==> config.mk <==
export PLATFORM = sky130hd
export DESIGN_NAME = pc_sequencer
export DESIGN_NICKNAME = d
export VERILOG_FILES = /design/src/rtl/pc_seq_pkg.sv /design/src/rtl/branch_cond.sv /design/src/rtl/pc_sequencer.sv
export SDC_FILE = /design/constraint.sdc
export NUM_CORES = 1
export LEC_CHECK = 0
export CORE_MARGIN = 2
export CORE_UTILIZATION = 28
export DETAILED_ROUTE_END_ITERATION = 10
export HOLD_SLACK_MARGIN = 0.12
export PLACE_DENSITY = 0.92
export SYNTH_ARGS = -nofsm -noshare
export SYNTH_HDL_FRONTEND = slang
export SYNTH_SLANG_ARGS = --single-unit
==> constraint.sdc <==
create_clock -name CLK -period 2 [get_ports CLK]
set_input_delay 0.4 -clock CLK [delete_from_list [all_inputs] [get_ports CLK]]
set_output_delay 0.4 -clock CLK [all_outputs]
set_load 0.03 [all_outputs]
==> src/rtl/pc_seq_pkg.sv <==
// Shared types and encodings for the program-counter sequencer.
// The PC_SEQ_INT_EN build option is handled in pc_sequencer.sv.
package pc_seq_pkg;

    localparam int PC_STATE_W = 2;

    typedef enum logic [PC_STATE_W-1:0] {
        ST_INIT  = 2'd0,
        ST_FETCH = 2'd1,
        ST_EXEC  = 2'd2,
        ST_INTR  = 2'd3
    } pc_state_t;

    localparam logic [3:0] OP_SEQ   = 4'd0;
    localparam logic [3:0] OP_BRN   = 4'd1;
    localparam logic [3:0] OP_BREQ  = 4'd2;
    localparam logic [3:0] OP_BRNE  = 4'd3;
    localparam logic [3:0] OP_BRCS  = 4'd4;
    localparam logic [3:0] OP_BRCC  = 4'd5;
    localparam logic [3:0] OP_CALL  = 4'd6;
    localparam logic [3:0] OP_RET   = 4'd7;
    localparam logic [3:0] OP_RETID = 4'd8;
    localparam logic [3:0] OP_RETIE = 4'd9;
    localparam logic [3:0] OP_SEI   = 4'd10;
    localparam logic [3:0] OP_CLI   = 4'd11;

endpackage

==> src/rtl/branch_cond.sv <==
// Branch resolution: decides whether a branch-class opcode is taken from C/Z.
// Non-branch opcodes always report not-taken.
module branch_cond
    import pc_seq_pkg::*;
(
    input  logic [3:0] op_i,
    input  logic       c_i,
    input  logic       z_i,
    output logic       taken_o
);

    always_comb begin
        taken_o = 1'b0;
        case (op_i)
            OP_BRN:  taken_o = 1'b1;
            OP_BREQ: taken_o = z_i;
            OP_BRNE: taken_o = ~z_i;
            OP_BRCS: taken_o = c_i;
            OP_BRCC: taken_o = ~c_i;
            default: taken_o = 1'b0;
        endcase
    end

endmodule

==> src/rtl/pc_sequencer.sv <==
// Fetch/execute control FSM driving PC strobes, next-PC value and stack pointer.
// Define PC_SEQ_INT_EN to build in the interrupt path (INTR state, I_FLAG, flag shadowing).
module pc_sequencer
    import pc_seq_pkg::*;
#(
    parameter int               WIDTH      = 8,
    parameter logic [WIDTH-1:0] INT_VECTOR = {WIDTH{1'b1}}
) (
    input  logic             CLK,
    input  logic             RST,
    input  logic [3:0]       OP,
    input  logic [WIDTH-1:0] IMM_ADDR,
    input  logic             C_FLAG,
    input  logic             Z_FLAG,
    input  logic             INT,
    input  logic [WIDTH-1:0] PC_COUNT,
    input  logic [WIDTH-1:0] STK_DOUT,
    output logic             PC_RST,
    output logic             PC_LD,
    output logic             PC_INC,
    output logic [WIDTH-1:0] PC_DIN,
    output logic             IR_LD,
    output logic             STK_WE,
    output logic [WIDTH-1:0] STK_DIN,
    output logic             SP_DECR,
    output logic             SP_INCR,
    output logic             I_FLAG,
    output logic             FLG_SAVE,
    output logic             FLG_RESTORE,
    output pc_state_t        DBG_STATE
);

    pc_state_t state_q, state_d;
    logic      taken;

    branch_cond u_branch_cond (
        .op_i    (OP),
        .c_i     (C_FLAG),
        .z_i     (Z_FLAG),
        .taken_o (taken)
    );

`ifdef PC_SEQ_INT_EN
    logic i_flag_q, i_flag_d;

    always_ff @(posedge CLK or negedge RST) begin
        if (!RST) begin
            state_q  <= ST_INIT;
            i_flag_q <= 1'b0;
        end else begin
            state_q  <= state_d;
            i_flag_q <= i_flag_d;
        end
    end

    assign I_FLAG = i_flag_q;
`else
    logic unused_int;
    assign unused_int = INT;

    always_ff @(posedge CLK or negedge RST) begin
        if (!RST) begin
            state_q <= ST_INIT;
        end else begin
            state_q <= state_d;
        end
    end

    assign I_FLAG = 1'b0;
`endif

    assign DBG_STATE = state_q;

    always_comb begin
        state_d     = state_q;
        PC_RST      = 1'b0;
        PC_LD       = 1'b0;
        PC_INC      = 1'b0;
        PC_DIN      = '0;
        IR_LD       = 1'b0;
        STK_WE      = 1'b0;
        STK_DIN     = '0;
        SP_DECR     = 1'b0;
        SP_INCR     = 1'b0;
        FLG_SAVE    = 1'b0;
        FLG_RESTORE = 1'b0;
`ifdef PC_SEQ_INT_EN
        i_flag_d    = i_flag_q;
`endif
        // Strobes are gated by RST so a reset landing mid-push cannot leak a write.
        if (RST) begin
            case (state_q)
                ST_INIT: begin
                    PC_RST  = 1'b1;
                    state_d = ST_FETCH;
                end
                ST_FETCH: begin
                    IR_LD   = 1'b1;
                    PC_INC  = 1'b1;
                    state_d = ST_EXEC;
                end
                ST_EXEC: begin
                    state_d = ST_FETCH;
                    case (OP)
                        OP_BRN, OP_BREQ, OP_BRNE, OP_BRCS, OP_BRCC: begin
                            if (taken) begin
                                PC_LD  = 1'b1;
                                PC_DIN = IMM_ADDR;
                            end
                        end
                        OP_CALL: begin
                            STK_WE  = 1'b1;
                            STK_DIN = PC_COUNT;
                            SP_DECR = 1'b1;
                            PC_LD   = 1'b1;
                            PC_DIN  = IMM_ADDR;
                        end
                        OP_RET: begin
                            SP_INCR = 1'b1;
                            PC_LD   = 1'b1;
                            PC_DIN  = STK_DOUT;
                        end
`ifdef PC_SEQ_INT_EN
                        OP_RETID, OP_RETIE: begin
                            SP_INCR     = 1'b1;
                            PC_LD       = 1'b1;
                            PC_DIN      = STK_DOUT;
                            FLG_RESTORE = 1'b1;
                            i_flag_d    = (OP == OP_RETIE);
                        end
                        OP_SEI: i_flag_d = 1'b1;
                        OP_CLI: i_flag_d = 1'b0;
`else
                        OP_RETID, OP_RETIE: begin
                            SP_INCR = 1'b1;
                            PC_LD   = 1'b1;
                            PC_DIN  = STK_DOUT;
                        end
`endif
                        default: ;
                    endcase
`ifdef PC_SEQ_INT_EN
                    // Uses the pre-edge enable, so SEI/RETIE only arm the next instruction.
                    if (INT && i_flag_q) begin
                        state_d = ST_INTR;
                    end
`endif
                end
`ifdef PC_SEQ_INT_EN
                ST_INTR: begin
                    STK_WE   = 1'b1;
                    STK_DIN  = PC_COUNT;
                    SP_DECR  = 1'b1;
                    FLG_SAVE = 1'b1;
                    PC_LD    = 1'b1;
                    PC_DIN   = INT_VECTOR;
                    i_flag_d = 1'b0;
                    state_d  = ST_FETCH;
                end
`endif
                default: state_d = ST_INIT;
            endcase
        end
    end

endmodule

Yosys cells after proc, flatten, opt, wreduce, memory -nomap -nowiden
Cells that the tools add are included.
Word-level totals
  register bits after elaboration: 2
  input port bits: 33
  logic and storage cells: 42
Cells by class
  eq/ne operators: 11
  multiplexer cells: 23
  bitwise gates (word level): 2
  reduce and logical (&&, ||, !) cells: 5
Operators by type and width (number)
  $mux 8: 6
  $pmux 8 s3: 1
  $eq 4x3->1 const B: 4
  $mux 1: 13
  $eq 4x2->1 const B: 2
  $eq 4x4->1 const B: 2
  $pmux 1 s5: 1
  $reduce_or 5->1: 1
  $eq 4x1->1 const B: 1
  $pmux 2 s2: 1
  $reduce_or 4->1: 1
  $reduce_or 3->1: 1
  $eq 2x1->1 const B: 1
  $eq 2x2->1 const B: 1
  $logic_not 2->1: 1
  $not 1->1: 2
  $pmux 1 s2: 1
  $reduce_or 2->1: 1

Longest topological paths before layout
Gate-level depths: netlist (run 1).
  word-level depth: 6
  depth in mapped cells: 5

Hierarchy
A second synthesis (run 1) with hierarchy kept.
Second synthesis, totals
  cells, all modules: 74
  area total of the unflattened synthesis: 543.0 µm²
Modules (own cells, without submodules)
  pc_sequencer: instances 1, cells each 68, area each 491.7 µm², seq. area each 50.0 µm²
  branch_cond: instances 1, cells each 6, area each 51.3 µm², seq. area each 0.0 µm²

Worst setup path after synthesis (run 1)
OpenSTA, ideal clock, no wires.
  path kind: flip-flop to output port
  start: register state_q[0], in the netlist DBG_STATE[0]
  end: output PC_LD
  arrival time: 2.001 ns
  required time: 1.600 ns
  path slack: -0.401 ns
  stages on the path, launching flop included: 5
  path buffers: 1
  path through: dfrtp_1 > nand3b_1 > buf_2 > a221o_1 > a211oi_1
Between the ends
  longest elaborated chain between the ends: 3
Ends and longest elaborated chain
  from (decl): line pc_sequencer.sv:33  | pc_state_t state_q, state_d;
  from (signal assigned): line pc_sequencer.sv:65  | state_q <= state_d;
  $eq 2x2->1: line pc_sequencer.sv:92  | case (state_q)
  $mux 1: line pc_sequencer.sv:92
  $mux 1: line pc_sequencer.sv:91  | if (RST) begin
  to (decl): line pc_sequencer.sv:19  | output logic PC_LD,
No other way between the ends.

Worst setup path in the final report (run 1)
  start: register state_q[0], in the netlist DBG_STATE[0]
  end: output STK_DIN[7]
Between the ends
  longest elaborated chain between the ends: 3
Ends and longest elaborated chain
  $eq 2x2->1: line pc_sequencer.sv:92
  $mux 8: line pc_sequencer.sv:92
  $mux 8: line pc_sequencer.sv:91
  to (decl): line pc_sequencer.sv:24  | output logic [WIDTH-1:0] STK_DIN,
No other way between the ends.

==> impl_summary.log, run 1 <==
[metrics] run status: finished, violations left
[metrics] failing checks: setup timing
[metrics] top cells by area, synth: sky130_fd_sc_hd__a32o_1 (13%), sky130_fd_sc_hd__nor4b_1 (11%), sky130_fd_sc_hd__and2_1 (8.9%)
[metrics] Final Hold Violating Endpoints: 0
[metrics] period utilisation layout: 103%
[metrics] number of setup violations in the final report: 16
[metrics] number of routed nets with antenna violations: 0
[metrics] count of non-filler cells in the finished layout: 175
[metrics] number of distinct standard cells referenced by the synthesized netlist: 29
[metrics] all-layer global routing usage: 23.8%
[metrics] total detailed-routing wirelength: 2860 um
[metrics] global placement routability congestion: 0.796
[metrics] FFs w/ async S/R, synth: 100%
[metrics] clk_lat worst skew: 0.25 ns
[metrics] total I/O pin count: 61
[metrics] timing-limited maximum frequency: 485 MHz
[metrics] most used flip-flop cell after synthesis: sky130_fd_sc_hd__dfrtp_1
[metrics] terminus of the critical flop-to-flop path: DBG_STATE[0]
[metrics] initial antenna violation count: 0
[metrics] half-perimeter wire length of the detailed placement result: 1790 um
[metrics] class of the most critical setup path: flip-flop to output pin
[metrics] Rows: 16
[metrics] count of warnings emitted by yosys: 0
[metrics] placeable core area: 1920 sq um
[metrics] required time of the worst setup path: 1.60 ns
[metrics] termination of the worst setup path: STK_DIN[7]
[metrics] list of most frequent post-synthesis cells: sky130_fd_sc_hd__and2_1 (8), sky130_fd_sc_hd__a32o_1 (7), sky130_fd_sc_hd__nor4b_1 (7), sky130_fd_sc_hd__buf_4 (6), sky130_fd_sc_hd__buf_2 (5)
[metrics] crit-path max FO: 7
[metrics] delay of the slowest cell on the worst path: 0.38 ns
[metrics] die height: 48.7 um
[metrics] CTS clock-pin slew for the worst setup and hold paths: 0.04 ns
[metrics] x dimension of the die: 48.7 um
[metrics] pin count of the biggest net entering global routing: 10
[metrics] die footprint: 2380 sq um
[metrics] cell type with the highest aggregate area in the netlist: sky130_fd_sc_hd__a32o_1
[metrics] IR Drop Worst-Case VDD: 823 uV
[metrics] Final Max Slew Viols: 0
[metrics] number of iterations in the first detailed-routing pass: 4
[metrics] slack of the worst reg-to-reg path: 1.07 ns
[metrics] reported leakage power: 0.668 nW
[metrics] layout filler cell count: 131
[metrics] fin util: 78.3%
[metrics] 1st-iter DRT viols: 7
[metrics] cell-by-cell trace of the critical path: nand3b_1 > buf_6 > nor4_4 > buf_2 > and2_4 > buf_6
[metrics] Avg Cell Area, Syn: 8.24 sq um
[metrics] post-synthesis sequential element count: 2
[metrics] # DRC: 0
[metrics] CTS Root Cell: sky130_fd_sc_hd__clkbuf_4
[metrics] worst reg-to-reg path cell count: 3
[metrics] number of global-route vias before repair: 935
[metrics] Slowest cell on crit path: sky130_fd_sc_hd__dfrtp_2
[metrics] share of the yosys chip area belonging to registers: 8.93%
[metrics] Min Clock Period, post-route: 2.06 ns
[metrics] multi-input combinational cell area: 596 sq um
[metrics] critical path startpoint category: flip-flop
[metrics] share of post-route cells with drive strength above 1: 63.5%
[metrics] first element of the critical path: DBG_STATE[0]
[metrics] post-route setup slack: -0.0637 ns
[metrics] PwrDens: 469 nW/um^2
[metrics] number of max-cap violations: 0
[metrics] Vias/cell: 5.11
[metrics] total congestion overflow: 0
[metrics] CP endpoint kind: output pin
[metrics] most instantiated library cell after synthesis: sky130_fd_sc_hd__and2_1
[metrics] average wire length per cell after detail routing: 16.3 um
[metrics] register cell area after layout: 52.6 sq um
[metrics] number of buffers created by CTS: 3
[metrics] area added between synthesis and finish: 169%
[metrics] type of the most critical hold path: input pin to asynchronous set/reset pin
[metrics] global-route wire length before repair: 4320 um
[metrics] Crit Reg-Reg Startpoint: DBG_STATE[0]
[metrics] number of inserted diodes: 0
[metrics] total number of nets in the final design: 183
[metrics] initial standard-cell utilization of the core: 29.2%
[metrics] CTS tree: done
[metrics] Post-Syn Instances: 68
[metrics] summed instance area of the synthesized netlist: 561 sq um
[metrics] number of buffers on the longest clock path: 2
[metrics] number of placed instances, taps included: 158
[metrics] Post-CTS Hold Buffers: 0
[metrics] Worst Clk Skew: 0.0113 ns
[metrics] worst slack on hold paths: 0.198 ns
[metrics] Post-synth EDFFs: 0
[metrics] Sinks on Clock Net: 2
[metrics] count of vias placed by the detailed router: 894
[metrics] cell type with the highest occurrence count on the critical path: sky130_fd_sc_hd__buf_6
[metrics] CP Data Arrival Time: 1.66 ns
[metrics] htree depth: 1
[metrics] number of flip-flops under the largest register name: 2
[metrics] number of buffers inserted by port buffering: 56
[metrics] RSZ-0062 raised after global routing: true
[metrics] area share of the largest cell type after synthesis: 12.5%
## where the power goes
| group | total [mW] | internal [mW] | leakage (nW) | switching, mW |
|---|---|---|---|---|
| combinational | 0.526 | 0.261 | 0.632 | 0.265 |
| clock | 0.101 | 0.0670 | 0.0138 | 0.0344 |
| sequential | 0.0790 | 0.0628 | 0.0219 | 0.0162 |
## worst min-delay path by stage
stage                              end  cells past startpoint  slack, ns
final                     DBG_STATE[1]                      2       0.20
after global routing      DBG_STATE[1]                      2       0.20
after CTS                 DBG_STATE[1]                      2       0.20
after detailed placement  DBG_STATE[0]                      1       0.50
after global placement    DBG_STATE[0]                      1       0.49
after floorplan           DBG_STATE[0]                      0       0.10
## critical path: cells and delay by family (launching register included)
family	cells	cell delay, ns
simple gates	3	0.56
buf+inv	3	0.48
flops	1	0.38
## cell usage in the layout, fill, tap and decap left out, types with 4 or more instances in the layout
cell type | netlist | routed
sky130_fd_sc_hd__a32o_2 | 0 | 6
sky130_fd_sc_hd__and2_4 | 0 | 8
sky130_fd_sc_hd__buf_4 | 6 | 29
sky130_fd_sc_hd__buf_6 | 0 | 25
sky130_fd_sc_hd__clkdlybuf4s50_1 | 0 | 26
sky130_fd_sc_hd__nor4b_2 | 0 | 4
sky130_fd_sc_hd__o21a_1 | 4 | 4
## repair_timing
action / in CTS / in global routing
pin swaps: 11 / 10
gates cloned: 2 / 0
endpoints found under the hold margin: 0 / 0
gates resized for setup: 62 / 11
endpoints found under the setup margin: 20 / 20
setup buffers: 12 / 1
## metrics by stage
step / setup TNS, ns / power, mW / setup slack (ns) / cell area [sq um]
detailed placement: -8.01 / 0.489 / -0.550 / 1190
floorplan: -1.17 / 0.314 / -0.127 / 603
CTS: -0.0727 / 0.666 / -0.0124 / 1440
finish: -0.535 / 0.706 / -0.0637 / 1510
global route: -1.60 / 0.741 / -0.132 / 1510
global placement: -6.99 / 0.480 / -0.459 / 1190
## area by class of cell
| type | instances | area share, % |
|---|---|---|
| Timing Repair Buffer | 86 | 53.2 |
| Multi-Input combinational cell | 57 | 39.6 |
| Sequential cell | 2 | 3.49 |
| Tap cell | 27 | 2.24 |
| Clock buffer | 3 | 1.50 |
## cell families after synthesis
kind of cell           synth area share [%]
AND/OR/NAND/NOR                        45.3
AO/OA/AOI/OAI                          29.2
buffers and inverters                  12.5
flip-flops                             8.93
XOR/XNOR                               1.56
multiplexers                           1.79
other                                 0.669
## routing by layer
| metal | vias up | wire length [um] | GRT usage, % |
|---|---|---|---|
| met5 | - | 0 | 0 |
| met4 | 0 | 65 | 10.0 |
| met3 | 4 | 138 | 4.32 |
| met2 | 36 | 1580 | 45.7 |
| met1 | 432 | 1080 | 24.9 |
| li1 | 422 | - | - |
Note: power is estimated with default switching activity, not from simulation.
==> run 2: changes to the inputs <==
Settings changed: RECOVER_POWER set to 25.
==> run 2 against run 1 <==
  * The run still ends with setup timing left
  * Total power is 0.32% lower
  * Register-to-register slack about the same
  * Hold slack improved by 0.039 ns
  * Non-clock buffer count unchanged
  * Critical endpoint unchanged
  * Sequential power about the same
  * Critical path type unchanged
  * Critical path depth did not move
  * Sequential cell count stayed put
  * First-iteration DRC count unchanged
  * Core utilization fell by 0.20 points
  * Final cell count is the same
  * Global-route usage did not move
==> impl_summary.log, run 2 (same netlist as run 1, synthesis figures left out) <==
[metrics] run status: finished, violations left
[metrics] failing checks: setup timing
[metrics] switching pwr: 0.314 mW
[metrics] Post-CTS Hold Buffers: 0
[metrics] type of the most critical hold path: input pin to asynchronous set/reset pin
[metrics] class of the most critical setup path: flip-flop to output pin
[metrics] PwrDens: 469 nW/um^2
[metrics] number of setup violations in the final report: 16
[metrics] CP endpoint kind: output pin
[metrics] IR Drop Worst-Case VDD: 823 uV
[metrics] placeable core area: 1920 sq um
[metrics] CTS Root Cell: sky130_fd_sc_hd__clkbuf_4
[metrics] number of buffers created by CTS: 3
[metrics] Logic pwr share: 74.4%
[metrics] CTS tree: done
[metrics] number of buffers on the longest clock path: 2
[metrics] timing-limited maximum frequency: 485 MHz
[metrics] period utilisation layout: 103%
[metrics] initial standard-cell utilization of the core: 29.2%
[metrics] number of flip-flops under the largest register name: 2
[metrics] area added between synthesis and finish: 168%
[metrics] Worst Clk Skew: 0.0113 ns
[metrics] initial antenna violation count: 0
[metrics] required time of the worst setup path: 1.60 ns
[metrics] Vias/cell: 5.11
[metrics] leading cell type in the layout, fill and taps excluded: sky130_fd_sc_hd__buf_4
[metrics] half-perimeter wire length of the detailed placement result: 1790 um
[metrics] total I/O pin count: 61
[metrics] number of routed nets with antenna violations: 0
[metrics] number of max-cap violations: 0
[metrics] total cell area at the placement stage: 1190 sq um
[metrics] Sinks on Clock Net: 2
[metrics] post-route setup slack: -0.0627 ns
[metrics] 1st-iter DRT viols: 7
[metrics] critical path startpoint category: flip-flop
[metrics] crit-path max FO: 7
[metrics] global-route wire length before repair: 4320 um
[metrics] average wire length per cell after detail routing: 16.2 um
[metrics] reported leakage power: 0.664 nW
[metrics] die height: 48.7 um
[metrics] global placement routability congestion: 0.796
[metrics] RSZ-0062 raised after global routing: true
[metrics] fin util: 78.1%
[metrics] Final Max Slew Viols: 0
[metrics] all-layer global routing usage: 23.8%
[metrics] layout filler cell count: 133
[metrics] x dimension of the die: 48.7 um
[metrics] count of vias placed by the detailed router: 895
[metrics] Rows: 16
[metrics] internal power component: 0.390 mW
[metrics] number of global-route vias before repair: 935
[metrics] CP Data Arrival Time: 1.66 ns
[metrics] share of post-route cells with drive strength above 1: 62.8%
[metrics] # DRC: 0
[metrics] total detailed-routing wirelength: 2840 um
[metrics] number of inserted diodes: 0
[metrics] final instance area: 1500 sq um
[metrics] number of placed instances, taps included: 158
[metrics] CTS clock-pin slew for the worst setup and hold paths: 0.04 ns
[metrics] pin count of the biggest net entering global routing: 10
[metrics] total congestion overflow: 0
[metrics] clk_lat worst skew: 0.25 ns
[metrics] total number of nets in the final design: 183
[metrics] switching part of the total power: 44.6%
[metrics] Final Hold Violating Endpoints: 0
[metrics] htree depth: 1
[metrics] die footprint: 2380 sq um
[metrics] number of iterations in the first detailed-routing pass: 4
[metrics] number of buffers inserted by port buffering: 56
[metrics] Min Clock Period, post-route: 2.06 ns
[metrics] power share of the sequential group: 11.2%
[metrics] count of non-filler cells in the finished layout: 175
[metrics] commonest cells after routing, fill and taps aside: sky130_fd_sc_hd__buf_4 (28), sky130_fd_sc_hd__clkdlybuf4s50_1 (26), sky130_fd_sc_hd__buf_6 (25), sky130_fd_sc_hd__and2_4 (8), sky130_fd_sc_hd__a32o_2 (6)
[metrics] part of the total power dissipated in the clock network: 14.4%
==> run 2: changes by cell type in the layout (fill, tap and decap cells not counted) <==
| cell | change |
|---|---|
| sky130_fd_sc_hd__buf_4 | -1 |
| sky130_fd_sc_hd__clkbuf_1 | +1 |
==> run 2: worst max-delay path: stages (launching register included) <==
cell                       delay [ns]
sky130_fd_sc_hd__dfrtp_2         0.38
sky130_fd_sc_hd__nand3b_1        0.16
sky130_fd_sc_hd__buf_6           0.15
sky130_fd_sc_hd__nor4_4          0.25
sky130_fd_sc_hd__buf_2           0.21
sky130_fd_sc_hd__and2_4          0.15
sky130_fd_sc_hd__buf_6           0.12
==> run 2: final cells by class <==
cell class | instances | area, sq um | share of cell area, %
Clock buffer | 3 | 22.5 | 1.50
Multi-Input combinational cell | 57 | 596 | 39.7
Sequential cell | 2 | 52.6 | 3.50
Tap cell | 27 | 33.8 | 2.25
Timing Repair Buffer | 86 | 797 | 53.1
==> run 2: timing repair <==
action | in CTS | in global routing
cloned | 2 | 0
pin swaps | 11 | 10
buffers inserted | 12 | 1
endpoints found under the setup margin | 20 | 20
gates resized for setup | 62 | 11
==> run 2: metal layers <==
metal | wire [um] | vias to the layer above | global-route usage [%] | part of all wire (%)
met4 | 65 | 0 | 10.0 | 2.3
li1 | - | 423 | - | -
met3 | 137 | 4 | 4.32 | 4.8
met2 | 1580 | 36 | 45.7 | 55
met5 | 0 | - | 0 | 0
met1 | 1060 | 432 | 24.9 | 37
==> run 2: path summary, 6_finish.rpt <==
check | startpoint | endpoint | slack (ns) | cells past startpoint
max | DBG_STATE[0] | STK_DIN[7] | -0.06 | 6
min | RST | DBG_STATE[1] | 0.24 | 2
max reg2reg | DBG_STATE[0] | DBG_STATE[0] | 1.06 | 3
min reg2reg | DBG_STATE[1] | DBG_STATE[1] | 0.52 | 1
max in group asynchronous | RST | DBG_STATE[0] | 1.52 | 2
min in group CLK | DBG_STATE[1] | DBG_STATE[1] | 0.52 | 1
==> run 2: through the flow <==
stage / TNS, ns / hold slack, ns / power, mW / setup WS [ns]
4_1_cts: -0.0727 / 0.198 / 0.666 / -0.0124
3_5_place_dp: -8.01 / 0.497 / 0.489 / -0.550
2_1_floorplan: -1.17 / 0.104 / 0.314 / -0.127
5_1_grt: -1.60 / 0.254 / 0.740 / -0.132
6_report: -0.525 / 0.237 / 0.704 / -0.0627
3_3_place_gp: -6.99 / 0.490 / 0.480 / -0.459
==> run 2: power groups by stage <==
| stage | combinational [mW] | sequential (mW) | clock, mW |
|---|---|---|---|
| 2_1_floorplan | 0.190 | 0.124 | 0 |
| 3_3_place_gp | 0.393 | 0.0868 | 0 |
| 3_5_place_dp | 0.401 | 0.0885 | 0 |
| 4_1_cts | 0.488 | 0.0776 | 0.100 |
| 5_1_grt | 0.550 | 0.0795 | 0.111 |
| 6_report | 0.524 | 0.0787 | 0.101 |
==> run 3: changes to the inputs <==
Settings changed: ABC_AREA set to 1, CAP_MARGIN set to 20, CORE_UTILIZATION 28 to 29.
==> run 3 against run 2 <==
  * The flow now finishes without violations
  * Sequential cell count did not move
  * Final cell count rose by 15%
  * Clock-buffer cell count did not move
  * Sequential power fell by 31%
  * Total power fell by 43%
  * Non-clock buffer count fell by 24
  * Combinational power fell by 52%
  * Worst setup slack improved by 0.087 ns
  * Clock power fell by 9.8%
  * Via count rose by 1.9%
  * Critical endpoint is now PC_DIN[7]
==> impl_summary.log, run 3 <==
[metrics] number of global-route vias before repair: 871
[metrics] Post-synth EDFFs: 0
[metrics] Post-Syn Instances: 111
[metrics] half-perimeter wire length of the detailed placement result: 1590 um
[metrics] number of buffers on the longest clock path: 2
[metrics] count of non-filler cells in the finished layout: 201
[metrics] crit-path max FO: 8
[metrics] pin count of the biggest net entering global routing: 10
[metrics] count of vias placed by the detailed router: 912
[metrics] global placement routability congestion: 0.696
[metrics] slack of the worst reg-to-reg path: 1.07 ns
[metrics] initial antenna violation count: 0
[metrics] share of the yosys chip area belonging to registers: 8.37%
[metrics] Final Hold Violating Endpoints: 0
[metrics] htree depth: 1
[metrics] number of iterations in the first detailed-routing pass: 4
[metrics] class of the most critical setup path: flip-flop to output pin
[metrics] CTS Root Cell: sky130_fd_sc_hd__clkbuf_4
[metrics] die height: 49.4 um
[metrics] clk_lat worst skew: 0.22 ns
[metrics] all-layer global routing usage: 17.9%
[metrics] CTS tree: done
[metrics] cell type with the highest aggregate area in the netlist: sky130_fd_sc_hd__inv_1
[metrics] share of post-route cells with drive strength above 1: 42.0%
[metrics] main combinational cell family by area after synthesis: simple AND/OR/NAND/NOR gates
[metrics] die footprint: 2440 sq um
[metrics] CP endpoint kind: output pin
[metrics] worst slack on hold paths: 0.277 ns
[metrics] top cells by area, synth: sky130_fd_sc_hd__inv_1 (16%), sky130_fd_sc_hd__nand2_1 (14%), sky130_fd_sc_hd__a21oi_1 (14%)
[metrics] number of routed nets with antenna violations: 0
[metrics] Rows: 16
[metrics] Avg Cell Area, Syn: 5.39 sq um
[metrics] number of buffers inserted by port buffering: 56
[metrics] CP Data Arrival Time: 1.58 ns
[metrics] Adder-Cell Fraction of Synth Area: 0%
[metrics] summed instance area of the synthesized netlist: 598 sq um
[metrics] average wire length per cell after detail routing: 11.7 um
[metrics] CTS clock-pin slew for the worst setup and hold paths: 0.03 ns
[metrics] proportion of synthesized area in mux cells: 0%
[metrics] timing-limited maximum frequency: 506 MHz
[metrics] placeable core area: 1960 sq um
[metrics] Min Clock Period, post-route: 1.98 ns
[metrics] number of distinct standard cells referenced by the synthesized netlist: 21
[metrics] post-route setup slack: 0.0247 ns
[metrics] period utilisation layout: 98.8%
[metrics] number of setup violations in the final report: 0
[metrics] run status: finished, final reports clean
[metrics] total congestion overflow: 0
[metrics] required time of the worst setup path: 1.60 ns
[metrics] area added between synthesis and finish: 110%
[metrics] fraction of the mapped netlist area in compound gates: 19.9%
[metrics] # DRC: 0
[metrics] total I/O pin count: 61
[metrics] total detailed-routing wirelength: 2350 um
[metrics] final instance area: 1250 sq um
[metrics] Post-CTS Hold Buffers: 0
[metrics] critical path startpoint category: flip-flop
[metrics] fin util: 64.0%
[metrics] Worst Clk Skew: 0.00206 ns
[metrics] PwrDens: 317 nW/um^2
[metrics] worst reg-to-reg path cell count: 3
[metrics] FFs w/ async S/R, synth: 100%
[metrics] number of flip-flops under the largest register name: 2
[metrics] total cell area at the placement stage: 1140 sq um
[metrics] number of max-cap violations: 0
[metrics] Crit Reg-Reg Startpoint: DBG_STATE[0]
[metrics] Vias/cell: 4.54
[metrics] count of warnings emitted by yosys: 0
[metrics] IR Drop Worst-Case VDD: 268 uV
[metrics] list of most frequent post-synthesis cells: sky130_fd_sc_hd__inv_1 (25), sky130_fd_sc_hd__nand2_1 (23), sky130_fd_sc_hd__a21oi_1 (17), sky130_fd_sc_hd__nor2_1 (11), sky130_fd_sc_hd__nor2_2 (9)
[metrics] reported leakage power: 0.675 nW
[metrics] number of buffers created by CTS: 3
[metrics] number of inserted diodes: 0
[metrics] 1st-iter DRT viols: 13
[metrics] total number of nets in the final design: 209
[metrics] post-synthesis share of cell area spent on and, or, nand and nor gates: 46.9%
[metrics] Sinks on Clock Net: 2
[metrics] number of placed instances, taps included: 195
[metrics] area share of xor/xnor cells in the synthesized design: 0%
[metrics] leading cell type in the layout, fill and taps excluded: sky130_fd_sc_hd__clkdlybuf4s50_1
[metrics] initial standard-cell utilization of the core: 30.5%
[metrics] x dimension of the die: 49.4 um
[metrics] Final Max Slew Viols: 0
[metrics] type of the most critical hold path: input pin to asynchronous set/reset pin
[metrics] terminus of the critical flop-to-flop path: DBG_STATE[1]
[metrics] global-route wire length before repair: 3580 um
[metrics] Post-Place Setup Slack: -0.264 ns
[metrics] most used flip-flop cell after synthesis: sky130_fd_sc_hd__dfrtp_1
[metrics] area share of the largest cell type after synthesis: 15.7%
[metrics] most instantiated library cell after synthesis: sky130_fd_sc_hd__inv_1
[metrics] post-synthesis sequential element count: 2
[metrics] commonest cells after routing, fill and taps aside: sky130_fd_sc_hd__clkdlybuf4s50_1 (26), sky130_fd_sc_hd__inv_1 (23), sky130_fd_sc_hd__buf_4 (23), sky130_fd_sc_hd__nand2_1 (19), sky130_fd_sc_hd__nor2_1 (10)
run 3: metal layers:
layer	share of wire [%]	up-vias	track usage (%)	wire, um
met5	0	-	0	0
met4	0	0	4.17	0
met3	7.0	0	1.84	165
met2	57	45	38.1	1340
met1	36	413	17.9	840
li1	-	454	-	-
run 3: what timing repair did:
action,4_1_cts,5_1_grt
gates resized for setup,24,15
pin swaps,12,5
cloned,1,0
endpoints found under the setup margin,19,9
buffers inserted,2,0
run 3: worst max path at each step:
stage / start / endpoint / slack (ns) / cells past startpoint
floorplan: DBG_STATE[0] / STK_DIN[0] / 0.07 / 7
global placement: OP[2] / PC_DIN[3] / -0.18 / 8
detailed placement: OP[2] / PC_DIN[7] / -0.26 / 8
CTS: C_FLAG / PC_DIN[4] / 0.003 / 9
global route: DBG_STATE[0] / PC_DIN[7] / -0.01 / 8
finish: DBG_STATE[0] / PC_DIN[7] / 0.02 / 8
run 3: cell type report:
type,count,area [sq um]
clock buffers,3,22.5
repair buffers,62,552
well taps,27,33.8
flip-flops and latches,2,50.0
multi-input cells,79,489
inverters,28,108
fillers,181,707
run 3: cell families after synthesis:
group | Yosys count
simple gates | 54
buf+inv | 33
compound gates | 21
flops | 2
other cells | 1
run 3: worst max-delay path: stages, from the launching register on:
cell                      delay (ns)
sky130_fd_sc_hd__dfrtp_1        0.38
sky130_fd_sc_hd__inv_1          0.12
sky130_fd_sc_hd__nand2_2        0.10
sky130_fd_sc_hd__nor2_4         0.12
sky130_fd_sc_hd__buf_4          0.13
sky130_fd_sc_hd__o21ai_4        0.05
sky130_fd_sc_hd__buf_12         0.14
sky130_fd_sc_hd__a21oi_2        0.15
sky130_fd_sc_hd__buf_6          0.15
run 3: power breakdown:
| part | internal, mW | switching, mW | total (mW) | leakage [nW] |
|---|---|---|---|---|
| logic | 0.111 | 0.142 | 0.253 | 0.636 |
| clock network | 0.0665 | 0.0247 | 0.0911 | 0.0138 |
| registers | 0.0475 | 0.00681 | 0.0543 | 0.0247 |
| total | 0.225 | 0.173 | 0.398 | 0.675 |
run 3: metrics by stage:
stage	total power [mW]	TNS (ns)
6_report	0.398	0
5_1_grt	0.416	-0.0155
3_5_place_dp	0.283	-3.37
4_1_cts	0.389	0
2_1_floorplan	0.173	0
3_3_place_gp	0.276	-2.86
